**src/rtl/simon_panel.sv**
```systemverilog
// Player-side front end for the Simon core: button conditioning and LED drive.
// Define SIMON_PANEL_GAMEOVER_BLINK_EN to blink all LEDs while gameOver is high.
module simon_panel #(
    parameter int DEBOUNCE_TICKS = 3,
    parameter int ECHO_TICKS     = 15,
    parameter int CNT_W          = 5
) (
    input  logic       clk,
    input  logic       reset,
    input  logic [3:0] btn,
    input  logic       simonTurn,
    input  logic [1:0] simonNum,
    input  logic       simonPressed,
    input  logic       gameOver,
    output logic [1:0] playerNum,
    output logic       playerPressed,
    output logic [3:0] led
);

    typedef enum logic [1:0] {
        IDLE,
        DEBOUNCE,
        HELD,
        RELEASE
    } state_t;

    localparam logic [CNT_W-1:0] DB_LAST   = CNT_W'(DEBOUNCE_TICKS - 1);
    localparam logic [CNT_W-1:0] ECHO_INIT = CNT_W'(ECHO_TICKS);
    localparam logic [CNT_W-1:0] CNT_ONE   = CNT_W'(1);

    state_t           state_q, state_d;
    logic [3:0]       sync1_q, sync1_d;
    logic [3:0]       sync2_q, sync2_d;
    logic [CNT_W-1:0] cnt_q, cnt_d;
    logic [CNT_W-1:0] echo_q, echo_d;
    logic [1:0]       cap_q, cap_d;
    logic [1:0]       num_q, num_d;
    logic             pulse_q, pulse_d;
    logic [3:0]       led_q, led_d;

    logic [3:0] s;
    logic       single;
    logic       locked;
    logic [1:0] idx;
    logic       s_any;
    logic       s_match;
    logic [3:0] go_led;

`ifdef SIMON_PANEL_GAMEOVER_BLINK_EN
    logic [5:0] blink_q, blink_d;

    // 60-cycle period: first 30 cycles lit, next 30 dark
    always_comb begin
        blink_d = '0;
        go_led  = 4'b0000;
        if (gameOver) begin
            go_led  = (blink_q < 6'd30) ? 4'b1111 : 4'b0000;
            blink_d = (blink_q == 6'd59) ? 6'd0 : blink_q + 6'd1;
        end
    end

    always_ff @(posedge clk or posedge reset) begin
        if (reset) begin
            blink_q <= '0;
        end else begin
            blink_q <= blink_d;
        end
    end
`else
    assign go_led = 4'b0000;
`endif

    always_comb begin
        s       = sync2_q;
        s_any   = (s != 4'b0000);
        locked  = simonTurn | gameOver;
        single  = 1'b1;
        idx     = 2'd0;
        case (s)
            4'b0001: idx = 2'd0;
            4'b0010: idx = 2'd1;
            4'b0100: idx = 2'd2;
            4'b1000: idx = 2'd3;
            default: single = 1'b0;
        endcase
        s_match = (s == (4'b0001 << cap_q));
    end

    always_comb begin
        sync1_d = btn;
        sync2_d = sync1_q;
        state_d = state_q;
        cnt_d   = cnt_q;
        cap_d   = cap_q;
        num_d   = num_q;
        pulse_d = 1'b0;
        echo_d  = (echo_q != '0) ? echo_q - CNT_ONE : echo_q;

        unique case (state_q)
            IDLE: begin
                if (s_any) begin
                    if (locked || !single) begin
                        state_d = HELD;
                    end else begin
                        cap_d   = idx;
                        cnt_d   = '0;
                        state_d = DEBOUNCE;
                    end
                end
            end
            DEBOUNCE: begin
                if (locked || !s_match) begin
                    state_d = s_any ? HELD : IDLE;
                end else if (cnt_q == DB_LAST) begin
                    num_d   = cap_q;
                    pulse_d = 1'b1;
                    echo_d  = ECHO_INIT;
                    state_d = HELD;
                end else begin
                    cnt_d = cnt_q + CNT_ONE;
                end
            end
            HELD: begin
                if (!s_any) begin
                    cnt_d   = '0;
                    state_d = RELEASE;
                end
            end
            RELEASE: begin
                if (s_any) begin
                    state_d = HELD;
                end else if (cnt_q == DB_LAST) begin
                    state_d = IDLE;
                end else begin
                    cnt_d = cnt_q + CNT_ONE;
                end
            end
            default: state_d = IDLE;
        endcase

        // No accept can occur while locked, so holding echo at 0 is safe
        if (simonTurn) begin
            echo_d = '0;
        end

        led_d = 4'b0000;
        if (gameOver) begin
            led_d = go_led;
        end else if (simonTurn && simonPressed) begin
            led_d = 4'b0001 << simonNum;
        end else if (echo_q != '0) begin
            led_d = 4'b0001 << num_q;
        end
    end

    always_ff @(posedge clk or posedge reset) begin
        if (reset) begin
            state_q <= IDLE;
            sync1_q <= '0;
            sync2_q <= '0;
            cnt_q   <= '0;
            echo_q  <= '0;
            cap_q   <= '0;
            num_q   <= '0;
            pulse_q <= 1'b0;
            led_q   <= '0;
        end else begin
            state_q <= state_d;
            sync1_q <= sync1_d;
            sync2_q <= sync2_d;
            cnt_q   <= cnt_d;
            echo_q  <= echo_d;
            cap_q   <= cap_d;
            num_q   <= num_d;
            pulse_q <= pulse_d;
            led_q   <= led_d;
        end
    end

    assign playerNum     = num_q;
    assign playerPressed = pulse_q;
    assign led           = led_q;

endmodule
```
**config.mk**
```make
export PLATFORM = sky130hd
export DESIGN_NAME = simon_panel
export DESIGN_NICKNAME = d
export VERILOG_FILES = /design/src/rtl/simon_panel.sv
export SDC_FILE = /design/constraint.sdc
export NUM_CORES = 1
export LEC_CHECK = 0
export CORE_UTILIZATION = 35
export DETAILED_ROUTE_END_ITERATION = 6
export PLACE_DENSITY = 0.6
export SKIP_LAST_GASP = 1
export SLEW_MARGIN = 10
export SYNTH_ARGS = -nofsm -noshare
export SYNTH_HDL_FRONTEND = slang
export SYNTH_SLANG_ARGS = --single-unit
```
**constraint.sdc**
```tcl
create_clock -name clk -period 1.9 [get_ports clk]
set_input_delay 0.38 -clock clk [delete_from_list [all_inputs] [get_ports clk]]
set_output_delay 0.38 -clock clk [all_outputs]
set_load 0.05 [all_outputs]
```
* Yosys cells after proc, flatten, opt, wreduce, memory -nomap -nowiden
Cells that the tools add are included.
** Storage, ports and cells
- Output and inout bits :: 7
- Word-level logic and storage cells :: 75
- Register bits after elaboration :: 29
** Cells by class
- Muxes and demuxes :: 29
- Bitwise logic cells :: 3
- Reduce and logical (&&, ||, !) cells :: 13
- Equality and inequality tests :: 16
- $add $sub $neg :: 2
- Shifts and indexed selects :: 3
** Operators with widths (number)
- $mux W5 :: 11
- $pmux W5 S4 :: 1
- $mux W2 :: 8
- $mux W4 :: 3
- $shl A1 B2 Y4 const A :: 3
- $ne A2 B2 Y1 const B :: 5
- $pmux W2 S4 :: 1
- $ne A3 B3 Y1 const B :: 2
- $pmux W2 S3 :: 1
- $reduce_and A3 Y1 :: 2
- $add A5 B1 Y5 const B :: 1
- $eq A5 B2 Y1 const B :: 1
- $reduce_and A5 Y1 :: 1
- $reduce_bool A5 Y1 :: 1
- $sub A5 B1 Y5 const B :: 1
- $eq A2 B2 Y1 const B :: 2
- $eq A4 B1 Y1 const B :: 1
- $eq A4 B2 Y1 const B :: 1
- $eq A4 B3 Y1 const B :: 1
- $eq A4 B4 Y1 :: 1
- $eq A4 B4 Y1 const B :: 1
- $mux W1 :: 4
- $reduce_and A4 Y1 :: 1
- $reduce_bool A4 Y1 :: 1
- 8 further kinds :: 11

* Longest topological paths before layout
Gate-level depths: netlist (run 1).
- Depth in word-level cells :: 8
- Gate-level depth with buffers :: 8

* Worst setup path before layout (run 1)
Ideal clock, no wire load.
- Kind :: input to register
- From :: input port simonTurn
- To :: register cnt_q[1]
- Arrival :: 1.858 ns
- Setup slack :: -0.083 ns
- Setup time :: 0.125 ns
- Required time :: 1.775 ns
- Buffers on the path :: 1
- Stages on the path :: 6
- Cell sequence :: buf_6 or4b_4 a21oi_4 o221ai_2 o211ai_4 mux2_4
** On the way
- Cells in the longest elaborated chain, start to end :: 4
** Ends and longest elaborated chain
- start, declared :: line 11 : input logic simonTurn,
- $or A1 B1 Y1 (*) :: line 76 : locked = simonTurn | gameOver;
- $logic_or A1 B1 Y1, on equally long branches :: line 112, 102
- $ne A2 B2 Y1 (no source line)
- $reduce_and A5 Y1 (no source line) (*)
- end signal, assigned :: line 171 : cnt_q <= cnt_d;
- end, declared :: line 34 : logic [CNT_W-1:0] cnt_q, cnt_d;
Every way passes the cells marked *; elsewhere a longest branch is shown, timed or not.
A chain may end at the register's enable or synchronous reset.

* Worst setup path in the final report (run 1)
- From :: register state_q[1]
- To :: register cnt_q[1]
** On the way
- Cells in the longest elaborated chain, start to end :: 3
** Ends and longest elaborated chain
- start, declared :: line 31 : state_t state_q, state_d;
- start signal, assigned :: line 168 : state_q <= state_d;
- $eq A2 B1 Y1 (tied with other cells) :: line 99 : unique case (state_q)
- $ne A2 B2 Y1 (no source line)
- $reduce_and A5 Y1 (no source line)
Parallel ways exist; a longest one is shown, timed or not.

==> flow_summary.toml, run 1 <==
[outcome]
status = "finished, final reports clean"

[synth]
synth_area_leader_cell = "dfrtp_1"
synth_top_cell_area_share_pct = 50.09
syn-cell-area_um2 = 1449
synth_edf_count = 0
synthTopCellsByArea = "dfrtp_1, a21oi_1, nand2_1"
synthDistinctLibCells = 44
ys_warn_count = 0
ys_ff_latch = 29
syn_inst = 136
syn_area_per_cell_um2 = 10.65
synthesis.nets = 150
synthFlopType = "dfrtp_1"
ys_seq_area_share_pct = 50.09
synthArstFlopShare_pct = 100.0

[worst_hold_path]
hold_path_class = "flop to flop"

[power_and_ir_drop]
power_density_nw_per_um2 = 882.0
p_leak_uw = 0.0008672
ir_drop_uv = 455.0

[grt]
grt_pass1_wl_um = 4954
grt_max_degree = 30
grt-ovfl-total = 0
grt_pass1_vias = 1168
antenna_found_initial = 0
grt_usage_pct = 15.20

[floorplan]
fp.dieH_um = 66.34
die_width_um = 66.34
ios = 18
dieArea_um2 = 4401
core_um2 = 4000
start_util_pct = 36.22
fp-row-count = 23

[sta]
finalSetupViolCount = 0
rsz0062_at_grt = "yes"
hold_viol = 0
fin_crit_sh_pct = 99.64
finalCriticalPeriod_ns = 1.893
holdWs_ns = 0.3464
fin_worst_skew_ns = 0.007196
timing.final.max_slew_violations = 0
slew_headroom_pct = 66.73
fmax_ghz = 0.5282
worstMarginPinSlew_ns = 0.4975

[routing]
drt_first_iter_violations = 57
firstDrtPassIters = 4
drc = 0
detail_route.vias_per_cell = 5.043
ant_nets = 0
routed_wl_um = 2941
via_count = 1160
wl_per_cell_um = 12.79

[critical_path]
slowest_stage = "or4b_4"
reg2reg_to = "cnt_q[1]$_DFFE_PP0P_"
crit_type = "flop to flop"
worstSetupEndpointType = "flop"
arrival_ns = 2.05
crit_required_ns = 2.06
path_depth = 5
cp-startpoint = "state_q[1]$_DFFE_PP0P_"
cp_num_buf_inv = 0
cpPeakStageDelay_ns = 0.51
r2r_cells = 5
crit_end = "cnt_q[1]$_DFFE_PP0P_"
r2r-start = "state_q[1]$_DFFE_PP0P_"
cp-start-kind = "flop"
path_delay_family = "compound AO/OA/AOI/OAI gates"
r2r_slack_ns = 0.007
cp_max_fo = 3
crit_chain = "or4b_4 -> a21oi_4 -> o221ai_4 -> o211ai_4 -> mux2_4"

[run]
cap_violations = 0

[finish]
fin_nets = 193
layout_commonest_cell = "dfrtp_1"
antennaDiodeCount = 0
drive_gt1_share_pct = 26.11
final_util_pct = 49.01
final_cell_mix = "dfrtp_1, buf_4, clkdlybuf4s50_1"
area_growth_syn_to_layout_pct = 35.32
fillers = 378

[cts]
path_clk_slew_ns = 0.06
clock_sinks = 29
cts_buffers = 5
worstSkewPairLatency_ns = 0.27
cts_max_level = 2
cts_buffer_depth = 2
cts_tree = "built"
cts-root-buf = "clkbuf_8"

[placement]
place.gp.congestion = 0.8502
io_buffers = 17
post-dp-hpwl_um = 2141
sequential cells by signal (all words and copies together), names as in the netlist:
register       flops
sync1_q            4
s                  4
playerNum          2
state_q            2
echo_q             5
cnt_q              5
cap_q              2
playerPressed      1
led                4
how the worst min path moves through the flow:
stage	depth (start not counted)	end	startpoint
floorplan	0	s[0]$_DFF_PP0_	sync1_q[0]$_DFF_PP0_
global route	0	s[2]$_DFF_PP0_	sync1_q[2]$_DFF_PP0_
detailed placement	0	s[1]$_DFF_PP0_	sync1_q[1]$_DFF_PP0_
finish	0	s[1]$_DFF_PP0_	sync1_q[1]$_DFF_PP0_
global placement	0	s[1]$_DFF_PP0_	sync1_q[1]$_DFF_PP0_
CTS	0	s[1]$_DFF_PP0_	sync1_q[1]$_DFF_PP0_
cell families after synthesis:
logic type	Yosys count	share of synthesized area (%)
compound gates	29	15.72
xor+xnor	6	3.627
fa+ha+maj	3	2.591
buf+inv	12	3.799
flops	29	50.09
mux	4	3.281
simple gates	53	20.90
power by group:
group / switching [uW] / total [uW] / internal [uW]
Sequential: 63.7 / 755 / 691
Combinational: 260 / 505 / 245
Clock: 210 / 470 / 259
routing by layer:
metal / vias up / part of all wire (%) / global-route usage [%]
li1: 573 / - / -
met5: - / 0 / 0
met1: 562 / 46 / 18.07
met3: 2 / 4.1 / 4.655
met4: 0 / 0.37 / 5.053
met2: 23 / 50 / 25.89
area by class of cell:
class | instances | area, um2 | share of cell area (%)
multi-input combinational | 95 | 696.9 | 35.55
sequential | 29 | 725.7 | 37.01
timing repair buffer | 42 | 372.9 | 19.02
clock buffer | 8 | 80.08 | 4.084
tap | 50 | 62.56 | 3.191
inverter | 6 | 22.52 | 1.149
cells in the mapped netlist, types with 2 or more instances:
cell	n
a21oi_1	10
buf_2	2
clkbuf_1	3
dfrtp_1	29
ha_1	3
inv_1	6
mux2_2	2
nand2_1	12
nand2b_1	3
nand3_1	4
nand4_1	2
nor2_1	12
nor2b_1	2
nor3_1	3
nor3b_1	2
nor4b_1	3
o2111a_1	2
o21ai_0	4
o22ai_1	2
or4_1	2
xnor2_1	2
xor2_1	4
metrics by stage:
stage / instances / worst slack [ns] / total power, uW / TNS [ns] / cell area [um2]
floorplan: 136 / -0.07846 / 1115 / -0.07846 / 1464
global placement: 220 / -0.4188 / 1231 / -4.381 / 1841
detailed placement: 220 / -0.4335 / 1253 / -4.672 / 1841
CTS: 229 / -0.02034 / 1728 / -0.02077 / 1929
global route: 230 / -0.06833 / 1832 / -0.2193 / 1961
finish: 230 / 0.006879 / 1729 / 0 / 1961
what timing repair did:
item / 4_1_cts / 5_1_grt
pin swaps: 2 / 4
gates resized for setup: 3 / 8
endpoints found under the setup margin: 10 / 9
hold buffers: 0 / 0
buffers inserted: 1 / 1
Note: power is estimated with default switching activity, not from simulation.
==> inputs of run 2 (changes only) <==
- CTS_CLUSTER_SIZE: unset -> 25
==> results of run 2 <==
The final DEF is identical to that of run 1; final timing and power are the same.
==> inputs of run 3 (changes only) <==
- CORE_UTILIZATION: 35 -> 49
- PLACE_DENSITY: 0.6 -> 0.78
- RECOVER_POWER: unset -> 100
==> flow_summary.toml, run 3 (same netlist as run 1, synthesis figures left out) <==
[placement]
place.gp.congestion = 0.8925
place_inst = 197
post-dp-hpwl_um = 2251
io_buffers = 17

[cts]
clock_sinks = 29
cts_buffers = 5
path_clk_slew_ns = 0.10
cts_max_level = 2
worstSkewPairLatency_ns = 0.34
cts-root-buf = "clkbuf_4"
cts_hold_buf = 0
cts_buffer_depth = 2
cts_tree = "built"

[critical_path]
arrival_ns = 2.15
cp_max_fo = 3
cp-start-kind = "flop"
reg2reg_to = "cnt_q[1]$_DFFE_PP0P_"
cpPeakStageDelay_ns = 0.51
slowest_stage = "or4b_4"
crit_required_ns = 2.13
crit_type = "flop to flop"
worstSetupEndpointType = "flop"
r2r-start = "state_q[1]$_DFFE_PP0P_"
r2r_cells = 5
crit_chain = "or4b_4 -> a21oi_4 -> o221ai_4 -> o211ai_4 -> mux2_4"
r2r_slack_ns = -0.02
cp_num_buf_inv = 0
path_delay_family = "compound AO/OA/AOI/OAI gates"

[floorplan]
die_width_um = 56.38
start_util_pct = 52.09
fp-row-count = 19
ios = 18
dieArea_um2 = 3178
core_um2 = 2781
fp.dieH_um = 56.38

[worst_hold_path]
hold_path_class = "flop to flop"
hold_depth = 0
hp-start = "sync1_q[2]$_DFF_PP0_"
min_delay_worst_endpoint = "s[2]$_DFF_PP0_"

[sta]
fmax_ghz = 0.5211
worstMarginPinSlew_ns = 0.7059
rsz0062_at_grt = "yes"
fin_worst_skew_ns = 0.01099
finalSetupViolCount = 1
finalCriticalPeriod_ns = 1.919
worst_slack_ns = -0.01913
timing.final.max_slew_violations = 0
slew_headroom_pct = 52.94
fin_crit_sh_pct = 101.0
hold_viol = 0
tns_ns = -0.01913

[finish]
final_util_pct = 68.69
antennaDiodeCount = 0
drive_gt1_share_pct = 26.97
top_regs = "cnt_q x5, echo_q x5"
layout_commonest_cell = "dfrtp_1"
area_growth_syn_to_layout_pct = 31.87
final_cell_mix = "dfrtp_1, buf_4, nor2_1"
fin_nets = 191
finalNonFillerCells = 209

[routing]
ant_nets = 0
detail_route.vias_per_cell = 5.876
drc = 0
via_count = 1228
wl_per_cell_um = 15.60
drt_first_iter_violations = 66
firstDrtPassIters = 4
routed_wl_um = 3261

[power_and_ir_drop]
p_leak_uw = 0.0008538
p_int_uw = 1131
clock_power_share_pct = 26.0
p_seq_share_pct = 44.5
power_density_nw_per_um2 = 886.4
ir_drop_uv = 784.4
p_comb_share_pct = 29.5
swShare_pct = 33.21
p_switching_uw = 562.5

[grt]
grt_pass1_wl_um = 5326
grt-ovfl-total = 0
grt_usage_pct = 22.28
antenna_found_initial = 0
grt_max_degree = 30
grt_pass1_vias = 1226

[run]
cap_violations = 0

[outcome]
status = "complete, but fails checks"
violations = "negative setup slack"
run 3: cell types whose count changed in the layout (fill, tap and decap cells not counted), moves of 2 or more:
cell             previous run  this run
buf_4                      24        17
clkbuf_4                    0         5
clkdlybuf4s50_1            13         8
dlygate4sd3_1               0         5
clkbuf_8                    5         2
clkbuf_2                    0         2
clkdlybuf4s15_1             2         0
dlygate4sd2_1               0         2
nor4b_1                     3         1
nor4b_2                     1         3
run 3: routing by layer:
metal	track usage (%)	wire length, um	up-vias
met5	0	0	-
met4	12.20	83	0
met3	9.217	220	13
met2	37.24	1663	50
met1	23.82	1294	600
li1	-	-	565
run 3: cell type report:
class	instances	area [um2]
Clock buffer	7	65.06
Clock inverter	1	5.005
Fill cell	197	870.8
Inverter	6	22.52
Multi-Input combinational cell	95	730.7
Sequential cell	29	725.7
Tap cell	31	38.79
Timing Repair Buffer	40	322.8
run 3: worst register-to-register path, cell delays in order, from the launching register on:
cell	delay (ns)
dfrtp_1	0.41
or4b_4	0.51
a21oi_4	0.17
o221ai_4	0.14
o211ai_4	0.26
mux2_4	0.32
run 3: power groups by stage:
stage          clock network, uW  registers (uW)  logic, uW
5_1_grt                      475             768        561
2_1_floorplan                  0             781        334
6_report                     440             754        499
3_3_place_gp                   0             761        459
4_1_cts                      450             754        489
3_5_place_dp                   0             766        485
run 3: worst max-delay path by stage:
stage / start / end / slack [ns] / depth (start not counted)
2_1_floorplan: simonTurn / cnt_q[1]$_DFFE_PP0P_ / -0.08 / 6
3_3_place_gp: gameOver / cnt_q[4]$_DFFE_PP0P_ / -0.43 / 7
3_5_place_dp: gameOver / cnt_q[1]$_DFFE_PP0P_ / -0.45 / 6
4_1_cts: state_q[1]$_DFFE_PP0P_ / cnt_q[1]$_DFFE_PP0P_ / -0.02 / 5
5_1_grt: s[3]$_DFF_PP0_ / cnt_q[1]$_DFFE_PP0P_ / -0.06 / 6
6_report: state_q[1]$_DFFE_PP0P_ / cnt_q[1]$_DFFE_PP0P_ / -0.02 / 5
run 3: timing repair:
item                                    4_1_cts  5_1_grt
pin swaps                                     3        6
buffers inserted                              3        1
endpoints found under the setup margin        5       16
resized for setup                             4       13
run 3: per-stage QoR:
stage	power (uW)	cell area, um2	setup WS [ns]	hold WS, ns
5_1_grt	1804	1911	-0.05909	0.3648
3_5_place_dp	1252	1774	-0.4470	0.3347
3_3_place_gp	1219	1774	-0.4258	0.3315
4_1_cts	1693	1871	-0.01782	0.3553
2_1_floorplan	1115	1464	-0.07846	0.3312
6_report	1694	1911	-0.01913	0.3542
